$ cat src/rtl/iir_biquad_seq_pkg.sv
// Shared definitions for the sequential Direct Form I biquad: FSM encoding,
// default widths and saturation bounds derived from the sample width.
package iir_biquad_seq_pkg;

    typedef enum logic [2:0] {
        ST_IDLE = 3'd0,
        ST_T0   = 3'd1,
        ST_T1   = 3'd2,
        ST_T2   = 3'd3,
        ST_T3   = 3'd4,
        ST_T4   = 3'd5,
        ST_OUT  = 3'd6
    } state_t;

    localparam int DW_DEF    = 4;
    localparam int ACC_W_DEF = 10;
    localparam int SHIFT_DEF = 2;

    function automatic int sat_max(input int dw);
        return (1 << (dw - 1)) - 1;
    endfunction

    function automatic int sat_min(input int dw);
        return -(1 << (dw - 1));
    endfunction

    localparam int SAT_MAX_DEF = (1 << (DW_DEF - 1)) - 1;
    localparam int SAT_MIN_DEF = -(1 << (DW_DEF - 1));

endpackage

$ cat src/rtl/iir_biquad_seq_smul_s4.sv
// Combinational two's-complement DW x DW multiplier with a full 2*DW product.
module smul_s4 #(
    parameter int DW = 4
) (
    input  logic signed [DW-1:0]   i_a,
    input  logic signed [DW-1:0]   i_b,
    output logic signed [2*DW-1:0] o_p
);

    // Operands are widened first so the product is formed at full width.
    assign o_p = (2*DW)'(i_a) * (2*DW)'(i_b);

endmodule

$ cat src/rtl/iir_biquad_seq.sv
// Second-order IIR section (Direct Form I) that time-shares one signed multiplier
// over five cycles per sample, with valid/ready on both sides.
module iir_biquad_seq
    import iir_biquad_seq_pkg::*;
#(
    parameter int DW    = DW_DEF,
    parameter int ACC_W = ACC_W_DEF,
    parameter int SHIFT = SHIFT_DEF
) (
    input  logic                 clk,
    input  logic                 rst_n,
    input  logic                 clr,
    input  logic                 in_valid,
    output logic                 in_ready,
    input  logic signed [DW-1:0] x_in,
    input  logic signed [DW-1:0] b0,
    input  logic signed [DW-1:0] b1,
    input  logic signed [DW-1:0] b2,
    input  logic signed [DW-1:0] a1,
    input  logic signed [DW-1:0] a2,
    output logic                 out_valid,
    input  logic                 out_ready,
    output logic signed [DW-1:0] y_out,
    output logic                 sat
);

    localparam logic signed [ACC_W-1:0] LP_SAT_MAX = ACC_W'(sat_max(DW));
    localparam logic signed [ACC_W-1:0] LP_SAT_MIN = ACC_W'(sat_min(DW));

    state_t                  r_state;
    logic                    r_in_ready;
    logic                    r_out_valid;
    logic signed [DW-1:0]    r_y_out;
    logic                    r_sat;
    logic signed [ACC_W-1:0] r_acc;
    logic signed [DW-1:0]    r_x, r_x1, r_x2, r_y1, r_y2;
    logic signed [DW-1:0]    r_b0, r_b1, r_b2, r_a1, r_a2;

    logic signed [DW-1:0]    w_op_coef;
    logic signed [DW-1:0]    w_op_data;
    logic signed [2*DW-1:0]  w_prod;
    logic signed [ACC_W-1:0] w_prod_ext;
    logic signed [ACC_W-1:0] w_acc_next;
    logic signed [ACC_W-1:0] w_q;

    function automatic logic signed [DW-1:0] f_clip(input logic signed [ACC_W-1:0] q);
        if (q > LP_SAT_MAX)
            f_clip = LP_SAT_MAX[DW-1:0];
        else if (q < LP_SAT_MIN)
            f_clip = LP_SAT_MIN[DW-1:0];
        else
            f_clip = q[DW-1:0];
    endfunction

    function automatic logic f_is_sat(input logic signed [ACC_W-1:0] q);
        return (q > LP_SAT_MAX) || (q < LP_SAT_MIN);
    endfunction

    always_comb begin
        w_op_coef = '0;
        w_op_data = '0;
        case (r_state)
            ST_T0: begin w_op_coef = r_b0; w_op_data = r_x;  end
            ST_T1: begin w_op_coef = r_b1; w_op_data = r_x1; end
            ST_T2: begin w_op_coef = r_b2; w_op_data = r_x2; end
            ST_T3: begin w_op_coef = r_a1; w_op_data = r_y1; end
            ST_T4: begin w_op_coef = r_a2; w_op_data = r_y2; end
            default: ;
        endcase
    end

    smul_s4 #(.DW(DW)) u_mul (
        .i_a (w_op_coef),
        .i_b (w_op_data),
        .o_p (w_prod)
    );

    // Feedback terms are subtracted; in T4 w_acc_next is the finished sum.
    assign w_prod_ext = {{(ACC_W-2*DW){w_prod[2*DW-1]}}, w_prod};
    assign w_acc_next = (r_state == ST_T3 || r_state == ST_T4) ? (r_acc - w_prod_ext)
                                                                : (r_acc + w_prod_ext);
    assign w_q        = w_acc_next >>> SHIFT;

    always_ff @(posedge clk or negedge rst_n) begin
        if (!rst_n) begin
            r_state     <= ST_IDLE;
            r_in_ready  <= 1'b1;
            r_out_valid <= 1'b0;
            r_y_out     <= '0;
            r_sat       <= 1'b0;
            r_acc       <= '0;
            r_x         <= '0;
            r_x1        <= '0;
            r_x2        <= '0;
            r_y1        <= '0;
            r_y2        <= '0;
            r_b0        <= '0;
            r_b1        <= '0;
            r_b2        <= '0;
            r_a1        <= '0;
            r_a2        <= '0;
        end else if (clr) begin
            r_state     <= ST_IDLE;
            r_in_ready  <= 1'b1;
            r_out_valid <= 1'b0;
            r_y_out     <= '0;
            r_sat       <= 1'b0;
            r_acc       <= '0;
            r_x1        <= '0;
            r_x2        <= '0;
            r_y1        <= '0;
            r_y2        <= '0;
        end else begin
            case (r_state)
                ST_IDLE: begin
                    if (in_valid) begin
                        r_x        <= x_in;
                        r_b0       <= b0;
                        r_b1       <= b1;
                        r_b2       <= b2;
                        r_a1       <= a1;
                        r_a2       <= a2;
                        r_acc      <= '0;
                        r_in_ready <= 1'b0;
                        r_state    <= ST_T0;
                    end
                end
                ST_T0: begin r_acc <= w_acc_next; r_state <= ST_T1; end
                ST_T1: begin r_acc <= w_acc_next; r_state <= ST_T2; end
                ST_T2: begin r_acc <= w_acc_next; r_state <= ST_T3; end
                ST_T3: begin r_acc <= w_acc_next; r_state <= ST_T4; end
                ST_T4: begin
                    // The clipped value, not the raw quotient, feeds the recursion.
                    r_acc       <= w_acc_next;
                    r_y_out     <= f_clip(w_q);
                    r_sat       <= f_is_sat(w_q);
                    r_x2        <= r_x1;
                    r_x1        <= r_x;
                    r_y2        <= r_y1;
                    r_y1        <= f_clip(w_q);
                    r_out_valid <= 1'b1;
                    r_state     <= ST_OUT;
                end
                ST_OUT: begin
                    if (out_ready) begin
                        r_out_valid <= 1'b0;
                        r_in_ready  <= 1'b1;
                        r_state     <= ST_IDLE;
                    end
                end
                default: begin
                    r_state     <= ST_IDLE;
                    r_in_ready  <= 1'b1;
                    r_out_valid <= 1'b0;
                end
            endcase
        end
    end

    assign in_ready  = r_in_ready;
    assign out_valid = r_out_valid;
    assign y_out     = r_y_out;
    assign sat       = r_sat;

endmodule

$ cat config.mk
export PLATFORM = sky130hd
export DESIGN_NAME = iir_biquad_seq
export DESIGN_NICKNAME = d
export VERILOG_FILES = /design/src/rtl/iir_biquad_seq_pkg.sv /design/src/rtl/iir_biquad_seq_smul_s4.sv /design/src/rtl/iir_biquad_seq.sv
export SDC_FILE = /design/constraint.sdc
export NUM_CORES = 1
export LEC_CHECK = 0
export CELL_PAD_IN_SITES_DETAIL_PLACEMENT = 1
export CELL_PAD_IN_SITES_GLOBAL_PLACEMENT = 1
export CORE_MARGIN = 2
export CORE_UTILIZATION = 42
export DETAILED_ROUTE_END_ITERATION = 7
export PLACE_DENSITY_LB_ADDON = 0.1
export SLEW_MARGIN = 40
export SYNTH_ARGS = -nofsm -noshare
export SYNTH_HDL_FRONTEND = slang
export SYNTH_HIERARCHICAL = 1
export SYNTH_SLANG_ARGS = --single-unit
$ cat constraint.sdc
create_clock -name clk -period 11.23 [get_ports clk]
set_input_delay 1.6845 -clock clk [delete_from_list [all_inputs] [get_ports clk]]
set_output_delay 1.6845 -clock clk [all_outputs]
set_load 0.03 [all_outputs]
-- Yosys cells after proc, flatten, opt, wreduce, memory -nomap -nowiden
Cells that the tools add are included.
- output and inout bits: 7
- input port bits: 29
- bits in registers: 56
- multiply operators: 1
- equal/unequal tests: 10
- add/sub/neg operators: 2
- reductions and logical operators: 12
- bitwise gates (word level): 1
- mux-type cells: 29
- $lt $le $gt $ge: 2
- operators with widths (operator ; count):
    4-bit two-way mux ; 10
    4-bit case mux with 5 select lines ; 2
    10-bit two-way mux ; 3
    3-bit case mux with 7 select lines ; 1
    10-bit case mux with 2 select lines ; 1
    10-bit by 8-bit adder with 10-bit output ; 1
    5-bit OR reduction ; 2
    10-bit by 8-bit subtractor with 10-bit output ; 1
    3-bit == test (second input constant) ; 3
    3-bit two-way mux ; 3
    8-bit by 4-bit > comparator with 1-bit output (second input constant) ; 1
    8-bit by 4-bit < comparator with 1-bit output (second input constant) ; 1
    4-bit by 4-bit multiplier with 8-bit output ; 1
    1-bit two-way mux ; 7
    3-bit by 2-bit == test with 1-bit output (second input constant) ; 2
    3-bit inequality test (second input constant) ; 2
    1-bit case mux with 3 select lines ; 2
    2-bit AND reduction ; 3
    3-bit AND reduction ; 2
    2-bit by 1-bit inequality test with 1-bit output (second input constant) ; 2
    3-bit by 1-bit == test with 1-bit output (second input constant) ; 1
    3-bit logical NOT ; 1
    3-bit nonzero test ; 1
    1-bit logical OR ; 2
    2 further kinds ; 2

-- Logic depth before layout (Yosys ltp)
Gate-level depths: netlist (run 1).
- depth in word-level cells: 10
- depth in mapped cells: 25
- mapped depth without buffers: 23

-- Modules after synthesis
Netlist (run 1), hierarchy kept.
- by module, submodules not included (module ; area each (µm²) ; times used ; seq. area each (µm²) ; cells an instance):
    iir_biquad_seq ; 3078.0 ; 1 ; 1402.6 ; 276
    smul_s4 ; 570.5 ; 1 ; 0.0 ; 58

-- Least setup slack after synthesis (run 1)
Ideal clock, no wire load.
- path type: reg2reg
- start point: reg r_state[0]
- end point: reg r_sat (netlist: sat)
- data required time: 11.108 ns
- path buffers: 3
- data arrival time: 6.510 ns
- slack: 4.598 ns
- stages on the path, launching flop included: 23
- cell sequence: dfrtp_1 clkbuf_1 clkbuf_1 clkbuf_1 mux2i_1 o22ai_1 nand2b_1 fa_1 fa_1 inv_1 fa_1 ha_1 fa_1 xor2_1 o31ai_1 xor2_1 ha_1 a21o_1 or3_1 o311a_1 or4_4 nand2b_1 a32o_1
- word-level cells in the longest chain between the ends: 9
- RTL lines (what ; RTL line ; source):
    start, declared ; iir_biquad_seq.sv:30 ; state_t r_state;
    start signal, assigned ; iir_biquad_seq.sv:86 ; r_state <= ST_IDLE;
    start signal, assigned ; iir_biquad_seq.sv:103 ; r_state <= ST_IDLE;
    start signal, assigned ; iir_biquad_seq.sv:125 ; r_state <= ST_T0;
    3-bit == test (tied with other cells) ; iir_biquad_seq.sv:62 ; case (r_state)
    4-bit case mux with 5 select lines (*) ; iir_biquad_seq.sv:62 ;
    net w_op_data[3] ; iir_biquad_seq.sv:40 ; logic signed [DW-1:0] w_op_data;
    4-bit by 4-bit multiplier with 8-bit output (*) ; iir_biquad_seq_smul_s4.sv:11 ; assign o_p = (2*DW)'(i_a) * (2*DW)'(i_b);
    net w_prod[5] ; iir_biquad_seq.sv:41 ; logic signed [2*DW-1:0] w_prod;
    10-bit by 8-bit adder with 10-bit output or 10-bit by 8-bit subtractor with 10-bit output (tied branches) ; iir_biquad_seq.sv:81, iir_biquad_seq.sv:80 ;
    10-bit two-way mux (*) ; iir_biquad_seq.sv:80 ; assign w_acc_next = (r_state == ST_T3 || r_state == ST_T4) ? (r_acc - w_prod_ext)
    8-bit by 4-bit > comparator with 1-bit output or 8-bit by 4-bit < comparator with 1-bit output (tied branches) ; iir_biquad_seq.sv:56 ; return (q > LP_SAT_MAX) || (q < LP_SAT_MIN);
    1-bit logical OR (*) ; iir_biquad_seq.sv:56 ;
    1-bit two-way mux (*) ; iir_biquad_seq.sv:114 ; case (r_state)
    1-bit two-way mux (*) ; iir_biquad_seq.sv:102 ; end else if (clr) begin
    end signal, assigned ; iir_biquad_seq.sv:136 ; r_sat <= f_is_sat(w_q);
    end, declared ; iir_biquad_seq.sv:34 ; logic r_sat;
The timed path passes the listed nets; every way through them passes the cells marked *. The select of a mux whose other input is x is not followed.
A chain may end at the register's enable or synchronous reset.

-- Worst setup path after layout (run 1)
Same ends and word-level chain as after synthesis.

==> key figures, run 1 <==
Clock network
  – Post-CTS sizing: 0
  – Num CTS Buffers: 5
  – # Post-CTS Setup Buffers: 0
  – Clk sink count: 56
  – CTS max path bufs: 2
  – Skew-Pair Late Insertion Delay: 0.31 ns
  – Hold-fix buffers, CTS: 0
  – Clock edge transition at the registers on the reported setup and hold paths: 0.10 ns
  – CTS tree: done
  – Htree depth: 2
  – Clock root cell: clkbuf_8

Place
  – Detail Placement HPWL: 6370 µm
  – Post-DP Area: 4090 µm²
  – IO buf count: 35
  – RD Place Congestion: 0.787

Outcome
  – Status: finished, final reports clean

STA
  – Tmin final: 7.32 ns
  – Endpoints failing hold: 0
  – Max-slew violation count: 0
  – Period utilization: 65.2%
  – Minimum hold slack: 0.500 ns
  – Max Fclk: 0.137 GHz
  – Endpoints failing setup: 0
  – Setup tns final: 0 ns
  – Slew of the pin with the lowest slew margin: 0.831 ns
  – Slew Limit Headroom: 44.5%
  – RSZ-0062 raised after global routing: false
  – Final setup skew: 0.00434 ns

Critical path
  – CP Max Fanout: 25
  – RR Startpoint: r_state[0]
  – Crit. End Element: flop
  – Required time worst endpoint: 11.44 ns
  – Crit Path Category: flop to flop
  – CP Launch Type: flop
  – Crit. Startpoint: r_state[0]
  – Critical Path AT: 7.53 ns

Die
  – Initial core utilization: 42.7%
  – Area of the die: 9450 µm²
  – Die Span Y: 97.2 µm
  – DIE WIDTH: 97.2 µm
  – IO Pins: 36
  – CORE AREA: 8550 µm²
  – Std-Cell Rows: 34

Global routing
  – First-pass GRT wire length: 14200 µm
  – GRT Max-Usage Layer: met2
  – Met1 Usage GRT: 26.8%
  – Largest net degree at the start of global routing: 57
  – Grt met2 use: 29.8%
  – Total gr overflow: 0
  – GRT Resource Usage Total: 18.4%
  – GRT met3 Usage: 2.37%
  – Vias in the first global route: 2815
  – Antenna violations before repair: 0

Routing
  – DR iter-0 viols: 70
  – 1st-pass router iterations: 4
  – DR WL/cell: 17.6 µm
  – Routed WL: 8330 µm
  – Via Count: 2637
  – # DRC: 0
  – Vias per cell: 5.56
  – DRT antenna net count: 0

Cells and area
  – Layout cell share with drive strength beyond 1: 16.7%
  – Final #Nets: 426
  – Filler instances: 946
  – Finished Core Util: 49.3%
  – Area growth syn-to-layout: 15.5%
  – Antenna fix cells: 0
  – Design area: 4210 µm²

Pwr
  – P_int: 482 µW
  – Flop pwr share: 32.1%
  – Switching share of power: 40.0%
  – Net Sw Power: 321 µW
  – Comb pwr share: 50.4%
  – Leak: 0.00193 µW
  – Cell Pwr Density: 191 nW/µm²
  – Worst VDD drop: 0.0000908 V
  – Clock power share: 17.5%

Synthesis
  – Synth area leaders: dfrtp_1 (38%), mux2_2 (10%), ha_1 (7.5%)
  – Yosys cell types: 49
  – Mapped Area: 3650 µm²
  – Synthesis warning total: 6
  – Synthesized area per cell: 10.9 µm²
  – Post-synthesis register bit count: 56
  – Async set or reset register ratio after synthesis: 100%
  – Top cell type by total area after synthesis: dfrtp_1
  – Post-Synthesis Cells: 334
  – Post-synth top area share: 37.7%
  – Post-synth EDFFs: 0
  – Seq/Total Area, Yosys: 38.4%
  – Synthesized Nets: 395
  – Top_reg_cell synth: dfrtp_1

Worst hold path
  – Hold Path Class: flop to flop
  – Hold_sp: r_acc[0]

Flow run
  – Max Cap Violations: 0
layout make-up:
type / instances / area (µm²) / area share [%]
clock buffers: 6 / 82.6 / 1.96
inverters: 18 / 67.6 / 1.60
flip-flops and latches: 56 / 1400 / 33.3
well taps: 108 / 135 / 3.21
repair buffers: 39 / 375 / 8.91
clock inverters: 2 / 38.8 / 0.920
multi-input cells: 245 / 2110 / 50.1
logic make-up (layout without fill, tap and decap cells):
logic type	after synthesis	in the layout	synth area share [%]
buffers and inverters	33	65	3.70
xor gates and xnor gates	21	21	5.83
and+or+nand+nor	67	67	9.33
adders and majority gates	32	32	13.0
AOI/OAI and AO/OA	83	83	17.0
muxes	42	42	12.7
DFF	56	56	38.4
power by group through the flow:
stage / Sequential [µW] / Clock, µW / Combinational, µW
detailed placement: 262 / 0 / 402
CTS: 258 / 144 / 405
finish: 258 / 140 / 405
global route: 264 / 150 / 443
global placement: 262 / 0 / 393
floorplan: 252 / 0 / 310
Yosys cell counts (all sizes together), types with 2 or more instances:
cell / count
a211o: 2
inv: 18
mux2i: 9
xnor2: 11
o211ai: 5
nand2: 18
o21ai: 8
a211oi: 2
o22ai: 8
nor2b: 5
a31oi: 2
and2: 10
a21oi: 16
mux2: 33
a32oi: 3
clkbuf: 13
nand2b: 7
dfrtp: 55
a22o: 18
nor3: 5
buf: 2
a22oi: 8
nor2: 16
o31ai: 2
a21o: 5
fa: 10
ha: 22
xor2: 9
through the flow:
step | instances | power (µW) | setup WS (ns)
floorplan | 334 | 561 | 4.60
global placement | 465 | 655 | 3.83
detailed placement | 466 | 665 | 3.88
CTS | 474 | 808 | 3.88
global route | 474 | 858 | 3.43
finish | 474 | 803 | 3.91
cells in the final DEF (no fill, tap or decap), types with 2 or more instances in the layout:
cell type and instances:
a211o_1 2, a21o_1 4, a21oi_1 14, a21oi_2 2, a22o_1 17, a22oi_1 8, a32oi_1 3, and2_1 10
buf_4 4, clkbuf_8 6, clkdlybuf4s50_1 34, dfrtp_1 54, fa_1 10, ha_1 22, inv_1 18, mux2_2 33
mux2i_1 9, nand2_1 17, nand2b_1 7, nor2_1 16, nor2b_1 5, nor3_1 5, o211ai_1 5, o21ai_0 7
o22ai_1 8, o31ai_1 2, xnor2_1 9, xnor2_2 2, xor2_1 9
registers in the layout (all words and copies together) (netlist names):
register	cells
out_valid	1
r_x2	4
r_b2	4
r_x1	4
r_a2	4
sat	1
r_y1	4
r_a1	4
r_b1	4
r_state	3
r_y2	4
in_ready	1
r_acc	10
r_b0	4
r_x	4
routing by layer:
layer	part of all wire [%]	vias to the layer above	wire (µm)
met4	0.89	0	74
met2	47	26	3920
met5	0	-	0
li1	-	1260	-
met3	1.7	5	143
met1	50	1346	4180
path summary, 6_finish.rpt:
path	end	slack, ns	cells after the start
max	sat	3.91	20
min	r_acc[0]	0.50	2
max reg2reg	sat	3.91	20
min reg2reg	r_acc[0]	0.50	2
max in group asynchronous	r_state[0]	9.22	2
min in group asynchronous	r_y1[3]	1.51	2
worst max-delay path, stage by stage (launching register included):
cell	delay (ns)
dfrtp_2	0.76
nor2b_1	0.74
a22oi_1	0.20
o22ai_1	0.45
nand2b_1	0.15
fa_1	0.52
fa_1	0.51
inv_1	0.05
fa_1	0.45
ha_1	0.24
fa_1	0.40
xor2_1	0.20
o31ai_1	0.30
xor2_1	0.20
ha_1	0.32
a21o_1	0.24
or3_1	0.35
o311a_1	0.16
or4_4	0.56
nand2b_1	0.17
a32o_1	0.24
Note: power is estimated with default switching activity, not from simulation.
==> run 2: changes to the inputs <==
--- a/config.mk
+++ b/config.mk
@@ -8,7 +8,7 @@
 export CELL_PAD_IN_SITES_DETAIL_PLACEMENT = 1
 export CELL_PAD_IN_SITES_GLOBAL_PLACEMENT = 1
 export CORE_MARGIN = 2
-export CORE_UTILIZATION = 42
+export CORE_UTILIZATION = 41
 export DETAILED_ROUTE_END_ITERATION = 7
 export PLACE_DENSITY_LB_ADDON = 0.1
 export SLEW_MARGIN = 40
==> constraint.sdc (replaced) <==
create_clock -name clk -period 6.6 [get_ports clk]
set_input_delay 0.99 -clock clk [delete_from_list [all_inputs] [get_ports clk]]
set_output_delay 0.99 -clock clk [all_outputs]
set_load 0.03 [all_outputs]
==> key figures, run 2 (synthesized netlist as in run 1, its figures left out) <==
Critical path
  – Crit Path Category: flop to flop
  – Critical Path AT: 6.50 ns (-1.03 ns)
  – Slowest-stage cell, CP: or4_4
  – R2R cell count: 23 (+15%)
  – Worst reg2reg endpoint: sat
  – RR Startpoint: r_state[0]
  – Crit-path cells: buf_6 -> mux2_2 -> a22oi_1 -> o22ai_1 -> and2_1 -> fa_1 -> inv_1 -> fa_1 -> inv_1 -> ha_1 -> ha_1 -> a21o_1 -> a21oi_2 -> xnor2_2 -> nor2_1 -> a31oi_2 -> xnor2_1 -> ha_1 -> a211o_1 -> o311a_1 -> or4_4 -> nand2b_1 -> a32o_1
  – Crit. End Element: flop
  – Flop2flop setup slack: 0.32 ns (-3.59 ns)
  – Required time worst endpoint: 6.81 ns (-4.63 ns)
  – Most frequent cell on the critical path: ha_1
  – CP Launch Type: flop
  – CP Max Fanout: 11 (-56%)
  – CP max stage delay: 0.56 ns (-0.20 ns)

Flow run
  – Max Cap Violations: 0 (unchanged)

Place
  – IO buf count: 35 (unchanged)
  – Detail Placement HPWL: 6420 µm (+0.90%)
  – RD Place Congestion: 0.841 (+6.8%)

Routing
  – Routed WL: 8240 µm (-1.1%)
  – 1st-pass router iterations: 4 (unchanged)
  – Via Count: 2654 (+0.64%)
  – DRT antenna net count: 0 (unchanged)
  – DR iter-0 viols: 51 (-27%)
  – DR WL/cell: 17.1 µm (-2.7%)
  – # DRC: 0 (unchanged)
  – Vias per cell: 5.51 (-1.0%)

STA
  – RSZ-0062 raised after global routing: false
  – Setup tns final: 0 ns (unchanged)
  – Endpoints failing setup: 0 (unchanged)
  – Max-slew violation count: 0 (unchanged)
  – Slew Limit Headroom: 48.0% (+3.5 points)
  – Tmin final: 6.28 ns (-1.04 ns)
  – Final setup skew: 0.0136 ns (+0.00929 ns)
  – Period utilization: 95.2% (+30 points)
  – Slew of the pin with the lowest slew margin: 0.780 ns (-0.0511 ns)
  – Endpoints failing hold: 0 (unchanged)
  – Max Fclk: 0.159 GHz (+17%)

Clock network
  – CTS max path bufs: 2 (unchanged)
  – CTS tree: done
  – Clk sink count: 56 (unchanged)
  – Clock edge transition at the registers on the reported setup and hold paths: 0.11 ns (about the same)
  – # Post-CTS Setup Buffers: 0 (unchanged)
  – Htree depth: 2 (unchanged)
  – Num CTS Buffers: 5 (unchanged)
  – Clock root cell: clkbuf_8
  – Skew-Pair Late Insertion Delay: 0.32 ns (about the same)

Worst hold path
  – Hold Path End: r_acc[0]
  – Hold_sp: r_acc[0]
  – Hold Path Class: flop to flop
  – Hold path depth: 2 (unchanged)

Cells and area
  – Max reg flops: 10 (unchanged)
  – Most frequent cells in the layout: dfrtp_1 (53), clkdlybuf4s50_1 (34), mux2_2 (33)
  – Most common cell after layout, fill and taps aside: dfrtp_1
  – Register area: 1410 µm² (about the same)
  – Antenna fix cells: 0 (unchanged)
  – Largest reg by FF count: r_acc
  – Multi-input logic area: 2180 µm² (+3.5%)
  – Area growth syn-to-layout: 19.3%
  – Layout cell share with drive strength beyond 1: 22.5% (+5.8 points)
  – Final #Nets: 434 (+1.9%)
  – Filler instances: 959 (+1.4%)

Pwr
  – Switching share of power: 39.9% (-0.094 points)
  – Net Sw Power: 549 µW (+71%)
  – Flop pwr share: 31.5% (-0.6 points)
  – Leak: 0.00199 µW (+3.3%)
  – Clock power share: 17.3% (-0.2 points)
  – P_int: 826 µW (+71%)
  – Cell Pwr Density: 316 nW/µm² (+66%)
  – Comb pwr share: 51.1% (+0.7 points)
  – PnR Total Power: 1370 µW (+71%)
  – Worst VDD drop: 0.000163 V (+80%)

Global routing
  – Largest net degree at the start of global routing: 57 (unchanged)
  – Vias in the first global route: 2891 (+2.7%)
  – First-pass GRT wire length: 14200 µm (+0.39%)
  – Antenna violations before repair: 0 (unchanged)
  – GRT met3 Usage: 2.22% (-0.16 points)
  – Total gr overflow: 0 (unchanged)
  – Grt met2 use: 29.5% (-0.29 points)
  – GRT Max-Usage Layer: met2
  – GRT Resource Usage Total: 17.9% (-0.51 points)
  – Met1 Usage GRT: 25.5% (-1.3 points)

Die
  – Std-Cell Rows: 34 (unchanged)
  – CORE AREA: 8680 µm² (+1.5%)
  – Area of the die: 9670 µm² (+2.3%)
  – Die Span Y: 98.3 µm (+1.2%)
  – Initial core utilization: 42.0% (-0.63 points)
  – IO Pins: 36 (unchanged)
  – DIE WIDTH: 98.3 µm (+1.2%)

Outcome
  – Status: finished, final reports clean
run 2: worst max-delay path by stage:
| stage | start | end | cells past startpoint |
|---|---|---|---|
| 4_1_cts | r_state[0] | sat | 23 |
| 6_report | r_state[0] | sat | 23 |
| 5_1_grt | r_state[0] | sat | 23 |
| 2_1_floorplan | r_state[0] | sat | 22 |
| 3_5_place_dp | r_state[0] | sat | 23 |
| 3_3_place_gp | r_state[0] | sat | 21 |
run 2: power groups by stage:
stage	combinational [µW]	clock, µW	sequential [µW]
6_report	703	238	434
5_1_grt	785	260	442
4_1_cts	697	249	434
3_5_place_dp	692	0	441
3_3_place_gp	675	0	438
2_1_floorplan	527	0	428
run 2: repair_timing:
| item | CTS | global route |
|---|---|---|
| endpoints found under the setup margin | 0 | 4 |
| hold endpoints to repair | 0 | 0 |
| resized for setup | 0 | 17 |
| hold buffers | 0 | 0 |
run 2: metrics by stage:
stage	cells	util (%)	setup slack [ns]	hold WS [ns]	area, µm²
global placement	474	47.8	0.262	0.463	4150
detailed placement	474	47.8	0.127	0.479	4150
global route	482	50.2	0.00301	0.530	4350
CTS	482	49.2	0.0990	0.504	4270
floorplan	334	-	0.135	0.450	3650
finish	482	50.2	0.317	0.497	4350
run 2: layer usage:
| metal | wire (µm) | vias up |
|---|---|---|
| met5 | 0 | - |
| met1 | 4010 | 1341 |
| met4 | 68 | 0 |
| li1 | - | 1279 |
| met2 | 4020 | 27 |
| met3 | 143 | 7 |
run 2: layout make-up:
type,instances,area share (%)
Sequential cell,56,32.3
Clock buffer,5,1.58
Inverter,18,1.55
Tap cell,108,3.10
Timing Repair Buffer,47,10.2
Multi-Input combinational cell,245,50.2
Clock inverter,3,1.15
run 2: critical path: cells and delay by family, from the launching register on:
kind | cells | cell delay, ns
AOI/OAI and AO/OA | 8 | 1.73
and+or+nand+nor | 4 | 1.07
muxes | 1 | 0.35
adders and majority gates | 5 | 1.97
buffers and inverters | 3 | 0.28
xor gates and xnor gates | 2 | 0.31
DFF | 1 | 0.45
==> run 3: changes to the inputs <==
--- a/config.mk
+++ b/config.mk
@@ -10,6 +10,7 @@
 export CORE_MARGIN = 2
 export CORE_UTILIZATION = 41
 export DETAILED_ROUTE_END_ITERATION = 7
+export HOLD_SLACK_MARGIN = 0.06
 export PLACE_DENSITY_LB_ADDON = 0.1
 export SLEW_MARGIN = 40
 export SYNTH_ARGS = -nofsm -noshare
==> results of run 3 <==
Final layout, timing and power as in run 2 (identical DEF).
